==> config.mk <==
export PLATFORM = sky130hd
export DESIGN_NAME = axi4_lite_slave_regfile
export DESIGN_NICKNAME = d
export VERILOG_FILES = /design/src/rtl/axi4_lite_slave_regfile.sv
export SDC_FILE = /design/constraint.sdc
export NUM_CORES = 1
export LEC_CHECK = 0
export ABC_AREA = 0
export BUFFER_PORTS_ARGS = -buffer_cell sky130_fd_sc_hd__buf_2
export CAP_MARGIN = 20
export CELL_PAD_IN_SITES_DETAIL_PLACEMENT = 1
export CELL_PAD_IN_SITES_GLOBAL_PLACEMENT = 2
export CORE_ASPECT_RATIO = 0.6
export CORE_UTILIZATION = 38
export DETAILED_ROUTE_END_ITERATION = 8
export GPL_TIMING_DRIVEN = 1
export PLACE_DENSITY = 0.73
export SLEW_MARGIN = 20
export SYNTH_ARGS = -nofsm -noshare
export SYNTH_HDL_FRONTEND = slang
export SYNTH_SLANG_ARGS = --single-unit
==> constraint.sdc <==
create_clock -name aclk -period 10.2 [get_ports aclk]
set_input_delay 0.51 -clock aclk [delete_from_list [all_inputs] [get_ports aclk]]
set_output_delay 0.51 -clock aclk [all_outputs]
set_load 0.03 [all_outputs]
==> src/rtl/axi4_lite_slave_regfile.sv <==
// rtl/axi4_lite_slave_regfile.sv - AXI4-Lite slave register bank with byte strobes and privileged reg 0
module axi4_lite_slave_regfile #(
  parameter int                    ADDR_WIDTH = 32,
  parameter int                    NUM_REGS   = 8,
  parameter logic [ADDR_WIDTH-1:0] BASE_ADDR  = '0
) (
  input  logic                  aclk,
  input  logic                  areset,
  input  logic [ADDR_WIDTH-1:0] awaddr,
  input  logic [2:0]            awprot,
  input  logic                  awvalid,
  output logic                  awready,
  input  logic [31:0]           wdata,
  input  logic [3:0]            wstrb,
  input  logic                  wvalid,
  output logic                  wready,
  output logic [1:0]            bresp,
  output logic                  bvalid,
  input  logic                  bready,
  input  logic [ADDR_WIDTH-1:0] araddr,
  input  logic [2:0]            arprot,
  input  logic                  arvalid,
  output logic                  arready,
  output logic [31:0]           rdata,
  output logic [1:0]            rresp,
  output logic                  rvalid,
  input  logic                  rready
);

  localparam int IDX_W = (NUM_REGS > 1) ? $clog2(NUM_REGS) : 1;
  localparam logic [1:0] RESP_OKAY   = 2'b00;
  localparam logic [1:0] RESP_SLVERR = 2'b10;

  typedef enum logic [1:0] {W_IDLE, W_HAVE_ADDR, W_HAVE_DATA, W_RESP} w_state_t;

  w_state_t              w_state, w_state_next;
  logic                  ready_en;
  logic [31:0]           regs [NUM_REGS];
  logic [ADDR_WIDTH-1:0] aw_addr_q;
  logic                  aw_priv_q;
  logic [31:0]           w_data_q;
  logic [3:0]            w_strb_q;
  logic                  aw_hs, w_hs, ar_hs, commit, commit_ok;
  logic [ADDR_WIDTH-1:0] c_addr;
  logic                  c_priv;
  logic [31:0]           c_data;
  logic [3:0]            c_strb;
  logic                  c_hit, ar_hit;
  logic [IDX_W-1:0]      c_idx, ar_idx;
  logic                  unused_prot;

  function automatic logic addr_hit(input logic [ADDR_WIDTH-1:0] addr);
    logic [ADDR_WIDTH-1:0] off;
    off = addr - BASE_ADDR;
    return (addr[1:0] == 2'b00) && (addr >= BASE_ADDR) &&
           ((off >> 2) < ADDR_WIDTH'(NUM_REGS));
  endfunction

  function automatic logic [IDX_W-1:0] addr_idx(input logic [ADDR_WIDTH-1:0] addr);
    logic [ADDR_WIDTH-1:0] off;
    off = addr - BASE_ADDR;
    return off[IDX_W+1:2];
  endfunction

  assign unused_prot = ^{arprot, awprot[2:1]};

  assign aw_hs   = awvalid & awready;
  assign w_hs    = wvalid & wready;
  assign arready = ready_en & ~rvalid;
  assign ar_hs   = arvalid & arready;

  // A commit happens on the edge where the second of the two halves arrives.
  assign commit = (aw_hs || (w_state == W_HAVE_ADDR)) && (w_hs || (w_state == W_HAVE_DATA));
  assign c_addr = (w_state == W_HAVE_ADDR) ? aw_addr_q : awaddr;
  assign c_priv = (w_state == W_HAVE_ADDR) ? aw_priv_q : awprot[0];
  assign c_data = (w_state == W_HAVE_DATA) ? w_data_q  : wdata;
  assign c_strb = (w_state == W_HAVE_DATA) ? w_strb_q  : wstrb;

  assign c_hit     = addr_hit(c_addr);
  assign c_idx     = addr_idx(c_addr);
  assign commit_ok = c_hit && ((c_idx != '0) || c_priv);
  assign ar_hit    = addr_hit(araddr);
  assign ar_idx    = addr_idx(araddr);

  always_ff @(posedge aclk or posedge areset) begin
    if (areset) begin
      w_state  <= W_IDLE;
      ready_en <= 1'b0;
    end else begin
      w_state  <= w_state_next;
      ready_en <= 1'b1;
    end
  end

  always_comb begin
    w_state_next = w_state;
    case (w_state)
      W_IDLE: begin
        if (aw_hs && w_hs) w_state_next = W_RESP;
        else if (aw_hs)    w_state_next = W_HAVE_ADDR;
        else if (w_hs)     w_state_next = W_HAVE_DATA;
      end
      W_HAVE_ADDR: if (w_hs)   w_state_next = W_RESP;
      W_HAVE_DATA: if (aw_hs)  w_state_next = W_RESP;
      W_RESP:      if (bready) w_state_next = W_IDLE;
      default:                 w_state_next = W_IDLE;
    endcase
  end

  always_comb begin
    awready = 1'b0;
    wready  = 1'b0;
    bvalid  = 1'b0;
    case (w_state)
      W_IDLE: begin
        awready = ready_en;
        wready  = ready_en;
      end
      W_HAVE_ADDR: wready  = 1'b1;
      W_HAVE_DATA: awready = 1'b1;
      W_RESP:      bvalid  = 1'b1;
      default: ;
    endcase
  end

  always_ff @(posedge aclk or posedge areset) begin
    if (areset) begin
      for (int i = 0; i < NUM_REGS; i++) regs[i] <= '0;
      aw_addr_q <= '0;
      aw_priv_q <= 1'b0;
      w_data_q  <= '0;
      w_strb_q  <= '0;
      bresp     <= RESP_OKAY;
    end else begin
      if (aw_hs) begin
        aw_addr_q <= awaddr;
        aw_priv_q <= awprot[0];
      end
      if (w_hs) begin
        w_data_q <= wdata;
        w_strb_q <= wstrb;
      end
      if (commit) begin
        bresp <= commit_ok ? RESP_OKAY : RESP_SLVERR;
        if (commit_ok) begin
          for (int b = 0; b < 4; b++)
            if (c_strb[b]) regs[c_idx][8*b +: 8] <= c_data[8*b +: 8];
        end
      end
    end
  end

  // Nonblocking update means a read on the commit edge sees the pre-write value.
  always_ff @(posedge aclk or posedge areset) begin
    if (areset) begin
      rvalid <= 1'b0;
      rdata  <= '0;
      rresp  <= RESP_OKAY;
    end else if (ar_hs) begin
      rvalid <= 1'b1;
      rdata  <= ar_hit ? regs[ar_idx] : 32'h0;
      rresp  <= ar_hit ? RESP_OKAY : RESP_SLVERR;
    end else if (rready) begin
      rvalid <= 1'b0;
    end
  end

endmodule

# Word-level counts from Yosys, hierarchy flattened
# Cells that the tools add are included.
[op_classes] n_eq_ne=7 bitwise=7 muxes=44 order_cmp=7 reduce_logical=18
[ops] operator="two-way mux 256 bit" n=10
[ops] operator="bitwise mux 256 bit" n=4
[ops] operator="demux 32 bit (select 3 bit)" n=4
[ops] operator="two-way mux 32 bit" n=6
[ops] operator="binary-select mux 32 bit (select 3 bit)" n=1
[ops] operator=">= comparator 32 x 1 -> 1 bit (second input constant)" n=2
[ops] operator="less-than comparator 30 x 4 -> 1 bit (second input constant)" n=2
[ops] operator="two-way mux 24 bit" n=1
[ops] operator="two-way mux 16 bit" n=1
[ops] operator="two-way mux 2 bit" n=8
[ops] operator=">= comparator 4 bit (second input constant)" n=2
[ops] operator="logical AND 1 bit" n=8
[ops] operator="two-way mux 8 bit" n=1
[ops] operator="NOT 3 -> 4 bit" n=2
[ops] operator="case mux 2 bit (4 select lines)" n=1
[ops] operator="zero test 2 bit" n=3
[ops] operator="inequality test 2 bit (second input constant)" n=3
[ops] operator="bitwise AND 1 bit" n=4
[ops] operator="== test 2 bit (second input constant)" n=2
[ops] operator="less-than comparator 4 x 1 -> 1 bit (second input constant)" n=1
[ops] operator="two-way mux 1 bit" n=4
[ops] operator="two-way mux 4 bit" n=1
[ops] operator="inequality test 4 bit (second input constant)" n=1
[ops] operator="case mux 1 bit (2 select lines)" n=2
[ops] operator="7 further kinds" n=9
[totals] regBits=365 elab_cells=101 output_inout_bits=41 inputBits=113

# Longest topological paths before layout
[depth] word_depth=21 depth_mapped=10 mapped_depth_nobuf=7

# Worst setup path before layout
# OpenSTA, ideal clock, no wires.
[synth_timing] path_kind="register to register" startpoint="reg w_state[1]" endpoint="reg regs[100] (netlist name)" required_time_ps=10075 slack_ps=7372 arrival_ps=2704 synth_period_minus_slack_ps=2828 path_buffers=0 setup_ps=125 path_stages_with_launch=8 path_cell_list="dfrtp_1 inv_1 ha_1 or4b_2 a221oi_2 a2111oi_4 nand3_2 mux2_2"
[synth_via] elab_chain_len=21 elab_cells_between_ends=46 cone_classes="order compare: 4; eq/ne: 2; mux: 25; bitwise: 3; reduce/logical: 12"
[synth_rtl] item="start: declaration" line="36" source="w_state_t w_state, w_state_next;"
[synth_rtl] item="start signal: assignment" line="90" source="w_state <= w_state_next;"
[synth_rtl] item="== test 2 x 1 -> 1 bit"
[synth_rtl] item="two-way mux 32 bit" line="74" source="assign c_addr = (w_state == W_HAVE_ADDR) ? aw_addr_q : awaddr;"
[synth_rtl] item="NOT 3 -> 4 bit (implied by the code)" line="147" source="if (c_strb[b]) regs[c_idx][8*b +: 8] <= c_data[8*b +: 8];"
[synth_rtl] item=">= comparator 4 bit (implied by the code) or less-than comparator 4 x 1 -> 1 bit (tied branches)" line="147"
[synth_rtl] item="logical AND 1 bit (implied by the code)" line="147"
[synth_rtl] item="two-way mux 8 bit (implied by the code)" line="147"
[synth_rtl] item="demux 32 bit (select 3 bit)" line="147"
[synth_rtl] item="bitwise mux 256 bit" line="147"
[synth_rtl] item="[... 5 more ...]"
[synth_rtl] item="two-way mux 256 bit" line="145" source="if (commit_ok) begin"
[synth_rtl] item="two-way mux 256 bit" line="143" source="if (commit) begin"
[synth_rtl] item="bitwise mux 256 bit" line="147"
[synth_rtl] item="two-way mux 256 bit" line="147"
[synth_rtl] item="two-way mux 256 bit" line="145"
[synth_rtl] item="two-way mux 256 bit" line="143"
[synth_rtl] item="bitwise mux 256 bit" line="147"
[synth_rtl] item="two-way mux 256 bit" line="147"
[synth_rtl] item="end signal: indexed assignment" line="147"
[synth_rtl] item="end: declaration" line="38" source="logic [31:0] regs [NUM_REGS];"
# Several ways; a longest one is shown, not always the timed one. The select of a mux whose other input is x is not followed.
# A chain may end at the register's enable or synchronous reset.

# Worst setup path after layout
[layout_timing] startpoint="reg w_state[1]" endpoint="reg regs[169] (netlist name)"
[layout_via] elab_chain_len=18 elab_cells_between_ends=46 cone_classes="order compare: 4; eq/ne: 2; mux: 25; bitwise: 3; reduce/logical: 12"
[layout_rtl] item="branches (longest 18 deep; another with >= comparator 4 bit)"
# Several ways; the timed one is not identified. The select of a mux whose other input is x is not followed.

==> results.json <==
{
  "outcome": "complete, no violations",
  "yosysMostFrequentCell": "dfrtp_1",
  "start_util_pct": 38.88,
  "hold_path_class": "in -> async",
  "power.internal_uw": 2676,
  "numCtsBuffers": 37,
  "syn2layout_area_growth_pct": 15.92,
  "antenna_left": 0,
  "wl_per_cell_um": 21.46,
  "coreArea_sq_um": 42240,
  "cts_hold_buffers": 0,
  "synth-seq-cells": 363,
  "crit_required_ps": 10600,
  "cp_max_fo": 23,
  "cts_repair_resize_count": 0,
  "drtPass1Iterations": 4,
  "drt_wl_total_um": 40470,
  "drtIter0Drc": 541,
  "synth-edff-count": 0,
  "path_clk_slew_ps": 60,
  "clock-root-buffer": "clkbuf_16",
  "synth_largest_area_cell": "dfrtp_1",
  "setup_tns_ps": 0,
  "die_area_sq_um": 44080,
  "yosysWarnings": 0,
  "p_leak_uw": 0.009238,
  "fin_util_pct": 45.08,
  "synthTopCellsByCount": "dfrtp_1 (363), mux2_2 (320), nand2_1 (148), mux4_2 (64), mux2i_1 (40)",
  "worst_clock_skew_ps": 14.13,
  "grt_usage_pct": 19.26,
  "synth_area_sq_um": 16420,
  "slew_headroom_pct": 31.09,
  "end_kind": "flip-flop",
  "syn_avg_cell_area_sq_um": 14.41,
  "drcViolationCount": 0,
  "io_buffer_count": 146,
  "cts_tree": "yes",
  "max_freq_ghz": 0.2358,
  "drive_above_1_share_pct": 48.94,
  "start_kind": "flip-flop",
  "drv_cap": 0,
  "cts.htree.levels": 2,
  "grt_pass1_wl_um": 65630,
  "seqPwrFrac_pct": 43.6,
  "tightest_slew_ps": 1034,
  "power_frac_clock_pct": 36.4,
  "worstSetupPathType": "reg -> reg",
  "path_cells": "inv_1 -> ha_1 -> nor4b_1 -> nand3_1 -> a2111oi_4 -> nand3_2 -> mux2_2",
  "synth.top_cell.area_share_pct": 55.31,
  "peakVddDrop_uv": 93.76,
  "syn_inst": 1140,
  "fillers": 4296,
  "dpl.hpwl_um": 26190,
  "yosysSeqAreaShare_pct": 55.31,
  "cts_setup_buffers": 0,
  "grt_max_degree": 173,
  "viasPerCell": 5.264,
  "yosysUniqueCellTypes": 38,
  "cpPeakStageDelay_ps": 930,
  "die_h_um": 163.0,
  "grt-ovfl-total": 0,
  "cts.sinks": 363,
  "vias": 9928,
  "sw_frac_of_total_pct": 29.65,
  "antenna_found_initial": 1,
  "combPwrFrac_pct": 20.0,
  "cts_buffer_depth": 3,
  "clk_latency_ps": 530,
  "boundaryPins": 154,
  "rsz0062_at_grt": "false",
  "num_antenna_cells": 0,
  "pwr_density_cell_nw_per_um2": 199.8,
  "rows": 58,
  "finalHoldViolCount": 0,
  "arrival_ps": 4640,
  "p_switching_uw": 1128,
  "synth_ff_type": "dfrtp_1",
  "fin_crit_ps": 4240,
  "synth.area.top_cells": "dfrtp_1 (55%), mux2_2 (22%), mux4_2 (8.8%)",
  "first_global_vias": 10910,
  "cp_slowest_cell": "a2111oi_4",
  "finalCritPeriodShare_pct": 41.57,
  "synthArstFlopShare_pct": 100.0,
  "die_w_um": 270.4,
  "fin_nets": 1408,
  "setup_violations": 0,
  "gp_congestion": 0.7489,
  "drv_slew": 0
}
-- sequential cells by signal, indices dropped and copies added (netlist names), 2 cells and up --
signal	count
aw_addr_q	32
rdata	32
regs	256
w_data_q	32
w_state	2
w_strb_q	4
-- metal layers --
layer / vias up / GRT usage [%] / wire length (um)
met5: - / 0 / 0
met4: 0 / 4.520 / 753
met3: 49 / 2.793 / 1218
met2: 143 / 30.33 / 18460
met1: 5255 / 28.18 / 20030
li1: 4481 / - / -
-- cell families (layout without fill, tap and decap cells) --
kind of cell	after synthesis	in the layout	share of synthesized area (%)
muxes	424	424	33.16
other	2	3	0.04573
DFF	363	363	55.31
and+or+nand+nor	236	236	7.268
adders and majority gates	4	4	0.3048
buffers and inverters	56	231	1.348
AOI/OAI and AO/OA	55	55	2.567
-- worst paths after layout --
check                           slack [ps]  cells past startpoint             to   startpoint
worst max-delay path                  5960                      7      regs[169]   w_state[1]
worst min-delay path                   110                      2  aw_addr_q[18]       areset
worst max register to register        5960                      7      regs[169]   w_state[1]
worst min register to register         470                      2    w_data_q[3]  w_data_q[3]
max in group asynchronous             7890                      4      regs[168]       areset
min in group aclk                      190                      2         rvalid       rready
-- power groups by stage --
| stage | clock [uW] | sequential, uW | combinational [uW] |
|---|---|---|---|
| after detailed placement | 0 | 1680 | 776 |
| after global routing | 1490 | 1680 | 850 |
| after CTS | 1430 | 1660 | 778 |
| final | 1390 | 1660 | 761 |
| after floorplan | 0 | 1660 | 545 |
| after global placement | 0 | 1670 | 754 |
-- through the flow --
| stage | instance area [sq um] | total power, uW | hold WS, ps | std cells | worst slack (ps) |
|---|---|---|---|---|---|
| 2_1_floorplan | 16430 | 2204 | 440.1 | 1141 | 4822 |
| 3_3_place_gp | 17800 | 2426 | 451.6 | 1821 | 6114 |
| 3_5_place_dp | 17800 | 2459 | 460.1 | 1821 | 6011 |
| 4_1_cts | 19020 | 3864 | 117.8 | 1885 | 5974 |
| 5_1_grt | 19040 | 4014 | 160.0 | 1886 | 5780 |
| 6_report | 19040 | 3804 | 110.1 | 1886 | 5960 |
-- placed cells by master (no fill, tap or decap), drive strengths merged, types with 2 or more instances in the layout --
| cell type | Yosys | routed |
|---|---|---|
| dfrtp | 363 | 363 |
| mux2 | 320 | 320 |
| buf | 19 | 158 |
| nand2 | 148 | 148 |
| mux4 | 64 | 64 |
| clkbuf | 28 | 56 |
| mux2i | 40 | 40 |
| nand3 | 38 | 38 |
| o21ai | 36 | 36 |
| nor2 | 16 | 16 |
| nor4 | 13 | 13 |
| inv | 9 | 8 |
| nor3 | 7 | 7 |
| nor2b | 4 | 4 |
| a2111oi | 4 | 4 |
| ha | 4 | 4 |
| clkinv | 0 | 4 |
| nor4b | 3 | 3 |
| nand4 | 3 | 3 |
| a21oi | 3 | 3 |
| conb | 2 | 3 |
| bufinv | 0 | 3 |
| a21o | 2 | 2 |
| a32oi | 2 | 2 |
| clkinvlp | 0 | 2 |
| o221ai | 2 | 2 |
-- layout make-up --
| cell class | count | area, sq um | area share, % |
|---|---|---|---|
| Clock buffer | 56 | 1097 | 5.764 |
| Clock inverter | 8 | 121.4 | 0.6375 |
| Inverter | 9 | 37.54 | 0.1972 |
| Multi-Input combinational cell | 722 | 7129 | 37.45 |
| Sequential cell | 363 | 9084 | 47.71 |
| Tap cell | 570 | 713.2 | 3.746 |
| Timing Repair Buffer | 158 | 855.8 | 4.495 |
-- worst max-delay path, delay by kind of cell, from the launching register on --
family | cells | cell delay, ps
flip-flops | 1 | 410
adder cells (fa/ha/maj) | 1 | 770
multiplexers | 1 | 410
AO/OA/AOI/OAI | 1 | 930
AND/OR/NAND/NOR | 3 | 1480
buffers and inverters | 1 | 110
Power figures use the tool's default switching activity.
